### config.mk
export PLATFORM = sky130hd
export DESIGN_NAME = i2c_target_regfile
export DESIGN_NICKNAME = d
export VERILOG_FILES = /design/src/rtl/i2c_target_regfile.sv
export SDC_FILE = /design/constraint.sdc
export NUM_CORES = 1
export LEC_CHECK = 0
export ABC_AREA = 1
export CORE_AREA = 4 4 371 227
export CTS_CLUSTER_DIAMETER = 80
export DETAILED_ROUTE_END_ITERATION = 12
export DIE_AREA = 0 0 375 231
export PLACE_DENSITY = 0.58
export SYNTH_ARGS = -nofsm -noshare
export SYNTH_HDL_FRONTEND = slang
export SYNTH_SLANG_ARGS = --single-unit
### constraint.sdc
create_clock -name clk_clk -period 6.9 [get_ports clk_clk]
set_clock_uncertainty 0.15 [all_clocks]
set_input_delay 0.69 -clock clk_clk [delete_from_list [all_inputs] [get_ports clk_clk]]
set_output_delay 0.69 -clock clk_clk [all_outputs]
set_load 0.02 [all_outputs]
### src/rtl/i2c_target_regfile.sv
// I2C target with a byte-wide register file and an auto-incrementing pointer.
// Bus writes land in the register file and are echoed on a one-cycle strobe.
// The local side can preload registers at any time. A read byte is snapshotted
// when its transfer starts, so later local writes do not disturb it.
module i2c_target_regfile #(
   parameter logic [6:0] DEV_ADDR = 7'h1D,
   parameter int         NUM_REGS = 64,
   parameter int         PTR_W    = 6,
   parameter int         FILT     = 3
) (
   input  logic             clk_clk,
   input  logic             reset_reset_n,
   input  logic             scl_i,
   input  logic             sda_i,
   output logic             sda_oe,
   input  logic             loc_we,
   input  logic [PTR_W-1:0] loc_addr,
   input  logic [7:0]       loc_wdata,
   output logic             bus_wr_stb,
   output logic [PTR_W-1:0] bus_wr_addr,
   output logic [7:0]       bus_wr_data,
   output logic             busy
);

   localparam int              CNT_W   = (FILT > 1) ? $clog2(FILT) : 1;
   localparam logic [CNT_W-1:0] CNT_MAX = CNT_W'(FILT - 1);

   typedef enum logic [3:0] {
      ST_IDLE, ST_ADDR, ST_ADDR_ACK, ST_PTR, ST_PTR_ACK,
      ST_WDATA, ST_WDATA_ACK, ST_RDATA, ST_RACK, ST_IGNORE
   } state_t;

   // Line conditioning: bit 0 is SCL, bit 1 is SDA
   logic [1:0]       r_sync1;
   logic [1:0]       r_sync2;
   logic [1:0]       r_filt;
   logic [1:0]       r_filt_d;
   logic [CNT_W-1:0] r_scl_cnt;
   logic [CNT_W-1:0] r_sda_cnt;

   // Protocol state
   state_t           r_state;
   logic [3:0]       r_cnt;
   logic [7:0]       r_shift;
   logic             r_sda_oe;
   logic             r_busy;
   logic [PTR_W-1:0] r_ptr;
   logic             r_rw;
   logic             r_ack_seen;
   logic [7:0]       r_regs [NUM_REGS];

   // Registered write strobe
   logic             r_stb;
   logic [PTR_W-1:0] r_stb_addr;
   logic [7:0]       r_stb_data;

   // Next-state values from the FSM decode
   state_t           w_nxt_state;
   logic [3:0]       w_nxt_cnt;
   logic [7:0]       w_nxt_shift;
   logic             w_nxt_oe;
   logic             w_nxt_busy;
   logic [PTR_W-1:0] w_nxt_ptr;
   logic             w_nxt_rw;
   logic             w_nxt_ack;
   logic             w_bus_we;
   logic [7:0]       w_rx_byte;

   logic w_scl_rise;
   logic w_scl_fall;
   logic w_start;
   logic w_stop;
   logic w_sda;

   // Synchronize both pads, accept a new level only after FILT identical samples
   always_ff @(posedge clk_clk or negedge reset_reset_n) begin
      if (!reset_reset_n) begin
         r_sync1   <= 2'b11;
         r_sync2   <= 2'b11;
         r_filt    <= 2'b11;
         r_filt_d  <= 2'b11;
         r_scl_cnt <= '0;
         r_sda_cnt <= '0;
      end else begin
         r_sync1  <= {sda_i, scl_i};
         r_sync2  <= r_sync1;
         r_filt_d <= r_filt;
         if (r_sync2[0] == r_filt[0]) begin
            r_scl_cnt <= '0;
         end else if (r_scl_cnt == CNT_MAX) begin
            r_filt[0] <= r_sync2[0];
            r_scl_cnt <= '0;
         end else begin
            r_scl_cnt <= r_scl_cnt + CNT_W'(1);
         end
         if (r_sync2[1] == r_filt[1]) begin
            r_sda_cnt <= '0;
         end else if (r_sda_cnt == CNT_MAX) begin
            r_filt[1] <= r_sync2[1];
            r_sda_cnt <= '0;
         end else begin
            r_sda_cnt <= r_sda_cnt + CNT_W'(1);
         end
      end
   end

   assign w_sda      = r_filt[1];
   assign w_scl_rise =  r_filt[0] & ~r_filt_d[0];
   assign w_scl_fall = ~r_filt[0] &  r_filt_d[0];
   assign w_start    = ~r_filt[1] &  r_filt_d[1] & r_filt[0];
   assign w_stop     =  r_filt[1] & ~r_filt_d[1] & r_filt[0];

   // Next-state decode; START/STOP override whatever the current state is doing
   always_comb begin
      w_nxt_state = r_state;
      w_nxt_cnt   = r_cnt;
      w_nxt_shift = r_shift;
      w_nxt_oe    = r_sda_oe;
      w_nxt_busy  = r_busy;
      w_nxt_ptr   = r_ptr;
      w_nxt_rw    = r_rw;
      w_nxt_ack   = r_ack_seen;
      w_bus_we    = 1'b0;
      w_rx_byte   = {r_shift[6:0], w_sda};
      if (w_stop) begin
         w_nxt_state = ST_IDLE;
         w_nxt_oe    = 1'b0;
         w_nxt_busy  = 1'b0;
      end else if (w_start) begin
         w_nxt_state = ST_ADDR;
         w_nxt_cnt   = 4'd0;
         w_nxt_oe    = 1'b0;
         w_nxt_ack   = 1'b0;
      end else begin
         case (r_state)
            ST_IDLE: begin
               w_nxt_oe = 1'b0;
            end
            ST_ADDR, ST_PTR, ST_WDATA: begin
               if (w_scl_rise) begin
                  w_nxt_shift = w_rx_byte;
                  w_nxt_cnt   = r_cnt + 4'd1;
                  if (r_cnt == 4'd7) begin
                     if (r_state == ST_ADDR) begin
                        if (w_rx_byte[7:1] == DEV_ADDR) begin
                           w_nxt_state = ST_ADDR_ACK;
                           w_nxt_busy  = 1'b1;
                           w_nxt_rw    = w_rx_byte[0];
                        end else begin
                           w_nxt_state = ST_IGNORE;
                        end
                     end else if (r_state == ST_PTR) begin
                        w_nxt_ptr   = w_rx_byte[PTR_W-1:0];
                        w_nxt_state = ST_PTR_ACK;
                     end else begin
                        w_bus_we    = 1'b1;
                        w_nxt_ptr   = r_ptr + PTR_W'(1);
                        w_nxt_state = ST_WDATA_ACK;
                     end
                  end
               end
            end
            ST_ADDR_ACK, ST_PTR_ACK, ST_WDATA_ACK: begin
               // First falling edge pulls SDA low, the second one ends the slot
               if (w_scl_fall) begin
                  if (!r_sda_oe) begin
                     w_nxt_oe = 1'b1;
                  end else begin
                     w_nxt_oe  = 1'b0;
                     w_nxt_cnt = 4'd0;
                     if (r_state == ST_ADDR_ACK && r_rw) begin
                        w_nxt_state = ST_RDATA;
                        w_nxt_shift = r_regs[r_ptr];
                        w_nxt_oe    = ~r_regs[r_ptr][7];
                     end else if (r_state == ST_ADDR_ACK) begin
                        w_nxt_state = ST_PTR;
                     end else begin
                        w_nxt_state = ST_WDATA;
                     end
                  end
               end
            end
            ST_RDATA: begin
               // r_cnt counts bits already sampled by the master
               if (w_scl_rise && r_cnt != 4'd8) begin
                  w_nxt_cnt = r_cnt + 4'd1;
               end else if (w_scl_fall) begin
                  if (r_cnt == 4'd8) begin
                     w_nxt_oe    = 1'b0;
                     w_nxt_cnt   = 4'd0;
                     w_nxt_ack   = 1'b0;
                     w_nxt_state = ST_RACK;
                  end else begin
                     w_nxt_shift = {r_shift[6:0], r_shift[7]};
                     w_nxt_oe    = ~r_shift[6];
                  end
               end
            end
            ST_RACK: begin
               if (w_scl_rise) begin
                  w_nxt_ptr = r_ptr + PTR_W'(1);
                  if (!w_sda) begin
                     w_nxt_ack = 1'b1;
                  end else begin
                     w_nxt_state = ST_IGNORE;
                  end
               end else if (w_scl_fall && r_ack_seen) begin
                  w_nxt_state = ST_RDATA;
                  w_nxt_shift = r_regs[r_ptr];
                  w_nxt_oe    = ~r_regs[r_ptr][7];
                  w_nxt_cnt   = 4'd0;
                  w_nxt_ack   = 1'b0;
               end
            end
            ST_IGNORE: begin
               w_nxt_oe = 1'b0;
            end
            default: begin
               w_nxt_state = ST_IDLE;
               w_nxt_oe    = 1'b0;
            end
         endcase
      end
   end

   // Protocol state register; reset releases SDA without waiting for a clock
   always_ff @(posedge clk_clk or negedge reset_reset_n) begin
      if (!reset_reset_n) begin
         r_state    <= ST_IDLE;
         r_cnt      <= 4'd0;
         r_shift    <= 8'd0;
         r_sda_oe   <= 1'b0;
         r_busy     <= 1'b0;
         r_ptr      <= '0;
         r_rw       <= 1'b0;
         r_ack_seen <= 1'b0;
      end else begin
         r_state    <= w_nxt_state;
         r_cnt      <= w_nxt_cnt;
         r_shift    <= w_nxt_shift;
         r_sda_oe   <= w_nxt_oe;
         r_busy     <= w_nxt_busy;
         r_ptr      <= w_nxt_ptr;
         r_rw       <= w_nxt_rw;
         r_ack_seen <= w_nxt_ack;
      end
   end

   // Register file; the bus write is applied last so it wins a same-index collision
   always_ff @(posedge clk_clk or negedge reset_reset_n) begin
      if (!reset_reset_n) begin
         for (int i = 0; i < NUM_REGS; i++) begin
            r_regs[i] <= 8'd0;
         end
      end else begin
         if (loc_we) begin
            r_regs[loc_addr] <= loc_wdata;
         end
         if (w_bus_we) begin
            r_regs[r_ptr] <= w_rx_byte;
         end
      end
   end

   // Bus write report, aligned with the register file update
   always_ff @(posedge clk_clk or negedge reset_reset_n) begin
      if (!reset_reset_n) begin
         r_stb      <= 1'b0;
         r_stb_addr <= '0;
         r_stb_data <= 8'd0;
      end else begin
         r_stb <= w_bus_we;
         if (w_bus_we) begin
            r_stb_addr <= r_ptr;
            r_stb_data <= w_rx_byte;
         end
      end
   end

   assign sda_oe      = r_sda_oe;
   assign busy        = r_busy;
   assign bus_wr_stb  = r_stb;
   assign bus_wr_addr = r_stb_addr;
   assign bus_wr_data = r_stb_data;

endmodule

==> metrics.md, run 1 <==
| Metric | Value |
|---|---|
| Wire length per cell | between 20 and 25 um |
| Worst Setup End Kind | flop |
| Ys Warns | 0 |
| IO Count | 36 |
| Synth Net Count | a little under 5000 |
| DIE AREA | just under 0.09 sq mm |
| 1st-pass router iterations | 5 |
| Peak VDD IR | approximately 230 uV |
| Cells on worst reg2reg path | 7 |
| Avg Cell Area, Syn | approximately 6.6 sq um |
| Core Region | 0.0808 sq mm |
| Tcrit/Tclk final | ~63% |
| Worst Path Required | just over 7 ns |
| RSZ-0062 raised after global routing | no |
| Crit Path Max Fanout | 34 |
| Gpl congestion | between 0.8 and 0.9 |
| Max-cap viol count | 0 |
| Layout cells sized above 1 | under 10% |
| WHS Path Cells | 0 |
| Number of antenna-violating nets in the routed design | 0 |
| Root Buffer | clkbuf_16 |
| Critical Path AT | about 4.7 ns |
| Status | finished, final reports clean |
| Final wirelength | 121 mm |
| Fmax | roughly 230 MHz |
| R2r endpoint | r_regs[180] |
| Skew-Pair Late Insertion Delay | around 0.65 ns |
| Yosys cell types | 34 |
| WHS Endpoint | r_sync2[1] |
| DR DRC count | 0 |
| Tmin final | 4.34 ns |
| Worst R2R Start | r_ptr[2] |
| Initial Util | about two fifths |
| Iter 0 DRT Violations | about 4000 |
| PD cells | around 390 mW/mm^2 |
| Clk sink count | between 500 and 600 |
| Setup violations, final | 0 |
| Grt ovf | 0 |
| CP startpoint | r_ptr[2] |
| Post-CTS sizing | 0 |
| Final core occ | around 43% |
| Final setup TNS | 0 ns |
| Hold_sp | r_sync1[1] |
| Slew Viols, Final | 0 |
| IO Port Bufs | 35 |
| Initial antenna violation count | 1 |
| Final Instance Area | around 0.035 sq mm |
| CP Class | flop to flop |
| Cell row count | a little over 80 |
| Share of the yosys chip area belonging to registers | around 44% |
| Pwr Total | between 10 and 15 mW |
| Vias in the first global route | between 20000 and 30000 |
| Max clock buf depth | 3 |
| Chip width | 375 um |
| Worst-Margin Slew | roughly 1.3 ns |
| Reg clk slew, reported paths | about 0.07 ns |
| Slew margin rel. | approximately 14% |
| Setup ws final | approximately 2.6 ns |
| Gr usage total | between 20% and 30% |
| DIE HEIGHT | about 230 um |
| Startpoint class of the critical path | flop |
| Fin nets | between 4000 and 5000 |
| Ant diodes | 0 |
| CTS tree | done |
| Area Overhead vs Synth | 8.43% |
| Post-DP Area | between 0.03 and 0.04 sq mm |
| Num CTS Buffers | 55 |
| Pre-CTS setup slack | ~2.8 ns |
| Detailed-route via count | 31502 |
| Seq cells post-synth | between 500 and 600 |
| First-pass GRT wire length | about 180 mm |
| Post-Synthesis Cell Area | 0.0321 sq mm |
| Lkg Pwr | 18.9 nW |
| Largest net degree at the start of global routing | about 170 |
| Synth Instances | between 4000 and 5000 |
| Vias per Instance | approximately 5.5 |
| DP HPWL | about 70 mm |
| R2R setup slack | ~2.6 ns |
| H-tree Lvls | 2 |
| Hold Path Class | flop to flop |
| Final hold vios | 0 |
## registers in the layout (all words and copies together) (netlist names), 2 cells and up
name         flops
r_sync1          2
bus_wr_addr      6
r_state          4
r_filt_d         2
bus_wr_data      8
r_regs         512
r_scl_cnt        2
r_sync2          2
r_filt           2
r_sda_cnt        2
r_shift          8
r_cnt            4
r_ptr            6
## cell usage in the layout, fill, tap and decap left out, types with 17 or more instances in the layout
| master | synthesis | final |
|---|---|---|
| nor2_1 | 115 | 101 |
| inv_1 | 90 | 75 |
| o21ai_0 | 1093 | 1093 |
| nand3_1 | 17 | 17 |
| buf_4 | 1 | 42 |
| dfrtp_1 | 557 | 554 |
| inv_2 | 4 | 18 |
| o211ai_1 | 34 | 34 |
| nand2_1 | 2505 | 2505 |
| clkdlybuf4s50_1 | 0 | 34 |
| clkbuf_16 | 0 | 57 |
## logic make-up (layout without fill, tap and decap cells)
| kind of cell | Yosys count | after routing | share of synthesized area (%) |
|---|---|---|---|
| AO/OA/AOI/OAI | 1149 | 1149 | 18.2 |
| XOR/XNOR | 4 | 4 | 0.109 |
| adder cells (fa/ha/maj) | 3 | 3 | 0.117 |
| buffers and inverters | 433 | 277 | 5.53 |
| flip-flops | 565 | 565 | 44.0 |
| AND/OR/NAND/NOR | 2679 | 2679 | 32.0 |
## how the worst max path moves through the flow
| stage | to | slack, ns | cells after the start |
|---|---|---|---|
| 6_report | r_regs[180] | 2.56 | 7 |
| 5_1_grt | r_regs[209] | 2.42 | 6 |
| 4_1_cts | r_regs[178] | 2.78 | 6 |
| 3_5_place_dp | r_regs[178] | 2.80 | 6 |
| 3_3_place_gp | r_regs[82] | 2.93 | 7 |
| 2_1_floorplan | r_regs[279] | 4.50 | 11 |
## routing by layer
| layer | GRT usage [%] | routed length (um) |
|---|---|---|
| met4 | 6.65 | 2950 |
| met3 | 8.50 | 14500 |
| met1 | 41.8 | 56500 |
| met5 | 0 | 0 |
| met2 | 37.3 | 47000 |
## synthesized netlist by cell type
cell	n	area share (%)
nor4_4	4	0.26
o22ai_1	2	0.039
inv_2	4	0.047
o21bai_1	1	0.023
o2111ai_1	2	0.055
o21ai_0	1093	17
xor2_1	2	0.055
nor3_4	3	0.15
nor3_1	20	0.31
nand3_2	5	0.16
xnor2_1	2	0.055
nand3_1	17	0.26
a31oi_1	2	0.039
nand3b_1	1	0.023
buf_6	17	0.60
clkinv_1	2	0.023
buf_1	12	0.14
ha_1	3	0.12
nand2_2	1	0.019
inv_1	90	1.1
nand2_1	2505	29
dfrtp_1	557	43
o211ai_1	34	0.79
nand4_1	2	0.039
buf_4	1	0.023
nor2_2	1	0.019
nor3b_1	2	0.047
clkbuf_1	291	3.4
a21oi_1	14	0.22
o221ai_1	1	0.027
or2_2	3	0.058
dfstp_2	8	0.65
buf_2	16	0.25
nor2_1	115	1.3
## cell type report
class,count,area [sq um]
clock inverters,19,299
multi-input cells,3835,16300
fillers,8473,45900
inverters,96,370
repair buffers,80,721
clock buffers,82,1680
flip-flops and latches,565,14200
well taps,1079,1350
## metrics by stage
step	std cells	hold WS [ns]
final	5756	0.207
after global routing	5756	0.213
after CTS	5756	0.211
after detailed placement	5654	0.197
after global placement	5654	0.195
after floorplan	4833	0.195
## report_power, final
group	total, mW	internal (mW)	switching (mW)
Combinational	5.84	1.51	4.33
Clock	3.41	1.98	1.43
Sequential	4.45	3.98	0.473
Total	13.7	7.46	6.24
## critical path, stage by stage, from the launching register on
cell and delay [ns]:
dfrtp_2 0.69, buf_4 0.39, nor2_2 0.79, inv_1 0.19
nor2_2 0.96, nand2_1 0.68, nand2_1 0.20, o21ai_0 0.11
## what timing repair did
item | 4_1_cts | 5_1_grt
setup buffers | 0 | 0
hold buffers | 1 | 0
hold endpoints to repair | 17 | 0
No activity file was read; power rests on OpenSTA's default activity.
==> run 2: changes to the inputs <==
- PLACE_DENSITY: 0.58 -> 0.6
- clock period: 6.9 -> 3.5 ns (I/O delays scaled with it)
==> run 2 against run 1 <==
  * Power is 98% higher
  * Sequential share of layout area is 0.83 points lower
  * Final area is 2.1% higher
  * Utilization is 0.89 points higher
  * Clock-buffer cell count stayed put
  * First-iteration DRC count is 2.7% lower
  * Wire length is 2.1% lower
  * Register-to-register slack worse by 2.3 ns
  * Via count is 0.60% higher
  * Hold slack worse by 0.11 ns
==> metrics.md, run 2 (synthesis results as in run 1) <==
| Metric | Value |
|---|---|
| Num CTS Buffers | 55 (unchanged) |
| Final hold vios | 0 (unchanged) |
| Most flop-heavy register | r_regs |
| Fmax | 304 MHz (+32%) |
| Ant diodes | 0 (unchanged) |
| DP HPWL | 71.6 mm (+1.4%) |
| Number of antenna-violating nets in the routed design | 0 (unchanged) |
| Layout cells sized above 1 | 5.27% (+0.93 points) |
| Initial Util | 39.8% (unchanged) |
| DR DRC count | 0 (unchanged) |
| Max-cap viol count | 0 (unchanged) |
| Tcrit/Tclk final | 94.0% (+31 points) |
| Critical Path AT | 3.66 ns (-1.02 ns) |
| IO Port Bufs | 35 (unchanged) |
| RSZ-0062 raised after global routing | no |
| H-tree Lvls | 2 (unchanged) |
| CTS tree | done |
| Setup violations, final | 0 (unchanged) |
| Vias in the first global route | 27984 (-2.4%) |
| Detailed-route via count | 31691 (+0.60%) |
| Slew Viols, Final | 0 (unchanged) |
| CP Class | flop to flop |
| 1st-pass router iterations | 6 (+1) |
| PD cells | 763 mW/mm^2 (+94%) |
| Tmin final | 3.29 ns (-1.06 ns) |
| Iter 0 DRT Violations | 3874 (-2.7%) |
| Root Buffer | clkbuf_16 |
| Crit Path Max Fanout | 20 (-41%) |
| Worst Path Required | 3.87 ns (-3.37 ns) |
| Cell row count | 81 (unchanged) |
| Reg clk slew, reported paths | 0.07 ns (about the same) |
| Number of cells in the finished layout apart from fillers | 5826 (+1.2%) |
| Lkg Pwr | 19.3 nW (+2.2%) |
| Wire length per cell | 20.3 um (-3.3%) |
| Grt ovf | 0 (unchanged) |
| Skew-Pair Late Insertion Delay | 0.65 ns (about the same) |
| Vias per Instance | 5.44 (-0.61%) |
| Peak VDD IR | 532 uV (+130%) |
| Startpoint class of the critical path | flop |
| Largest register FFs | 512 (unchanged) |
| Status | finished, final reports clean |
| Hold Path Class | input pin to asynchronous set/reset pin |
| Slew margin rel. | 29.0% (+15 points) |
| Fin nets | 4723 (+1.5%) |
| Clk sink count | 565 (unchanged) |
| Max clock buf depth | 3 (unchanged) |
| Initial antenna violation count | 2 (+1) |
| Largest net degree at the start of global routing | 118 (-29%) |
| Core Region | 0.0808 sq mm (unchanged) |
| DIE AREA | 0.0866 sq mm (unchanged) |
| Chip width | 375 um (unchanged) |
| Most common cell after layout, fill and taps aside | nand2_1 |
| Placed cell count | 5718 (+1.1%) |
| Gpl congestion | 0.913 (+2.1%) |
| Final wirelength | 118 mm (-2.1%) |
| Worst Setup End Kind | flop |
| Commonest cells after routing, fill and taps aside | nand2_1 (2505), o21ai_0 (1093), dfrtp_1 (554), nor2_1 (115), buf_4 (85) |
| IO Count | 36 (unchanged) |
| DIE HEIGHT | 231 um (unchanged) |
| Worst-Margin Slew | 1.07 ns (-0.224 ns) |
| Final setup TNS | 0 ns (unchanged) |
| Area Overhead vs Synth | 10.7% |
| Gr usage total | 26.8% (-0.62 points) |
| First-pass GRT wire length | 180 mm (-1.6%) |
## run 2: changes by cell type in the layout (fill, tap and decap cells not counted), moves of 2 or more
cell / before / now
nor3_2: 4 / 0
nor2_2: 15 / 1
buf_12: 2 / 25
clkinv_2: 10 / 12
nor2_1: 101 / 115
nor3_1: 16 / 20
buf_4: 42 / 85
clkbuf_8: 16 / 12
dlygate4sd3_1: 1 / 3
clkbuf_1: 9 / 13
## run 2: worst max-delay path, stage by stage (launching register included)
cell and delay, ns:
dfrtp_4 0.62, nand2_1 0.83, nor2_1 0.11, o21ai_0 0.34, o21ai_0 0.19, o21ai_0 0.43, nand2_1 0.10, nor2_1 0.20
nand2_1 0.08, nand2_1 0.07, a21oi_1 0.06
## run 2: metal layers
layer	share of wire, %	wire (um)	global-route usage [%]
met1	48	56600	41.9
met2	39	45700	36.3
met4	2.0	2320	5.47
met5	0.024	28	0.388
met3	12	13700	7.49
## run 2: metrics by stage
step | power [mW] | area, sq um | hold slack, ns | setup WS (ns) | utilization, %
6_report | 27.1 | 35600 | 0.0972 | 0.211 | 44.0
5_1_grt | 28.9 | 35600 | 0.142 | 0.0169 | 44.0
4_1_cts | 26.8 | 35500 | 0.112 | 0.216 | 44.0
3_5_place_dp | 20.2 | 33600 | 0.182 | 0.226 | 41.5
3_3_place_gp | 20.1 | 33600 | 0.178 | 0.296 | 41.5
2_1_floorplan | 15.7 | 32100 | -0.0956 | 1.10 | -
## run 2: where the power goes
group	switching, mW	total (mW)	internal (mW)	leakage [nW]
registers	0.798	8.64	7.84	6.04
logic	8.45	11.8	3.35	12.3
clock network	2.85	6.68	3.82	0.964
## run 2: layout make-up
cell class | count | area (sq um)
fill | 8400 | 45200
sequential | 565 | 14200
inverter | 96 | 370
clock inverter | 21 | 308
clock buffer | 82 | 1640
tap | 1079 | 1350
multi-input combinational | 3835 | 16200
timing repair buffer | 148 | 1520
## run 2: worst paths after layout
check | from | to | slack (ns) | cells past startpoint
max reg2reg | r_ptr[1] | r_shift[0] | 0.21 | 10
min reg2reg | r_sync1[0] | r_sync2[0] | 0.21 | 0
min | reset_reset_n | r_regs[436] | 0.1 | 2
max in group asynchronous | reset_reset_n | r_ptr[0] | 1.91 | 3
min in group clk_clk | r_sync1[0] | r_sync2[0] | 0.21 | 0
max | r_ptr[1] | r_shift[0] | 0.21 | 10
## run 2: what timing repair did
action,CTS,global route
hold buffers,3,0
setup buffers,0,2
hold endpoints to repair,190,0
resized for setup,0,1
endpoints found under the setup margin,0,63
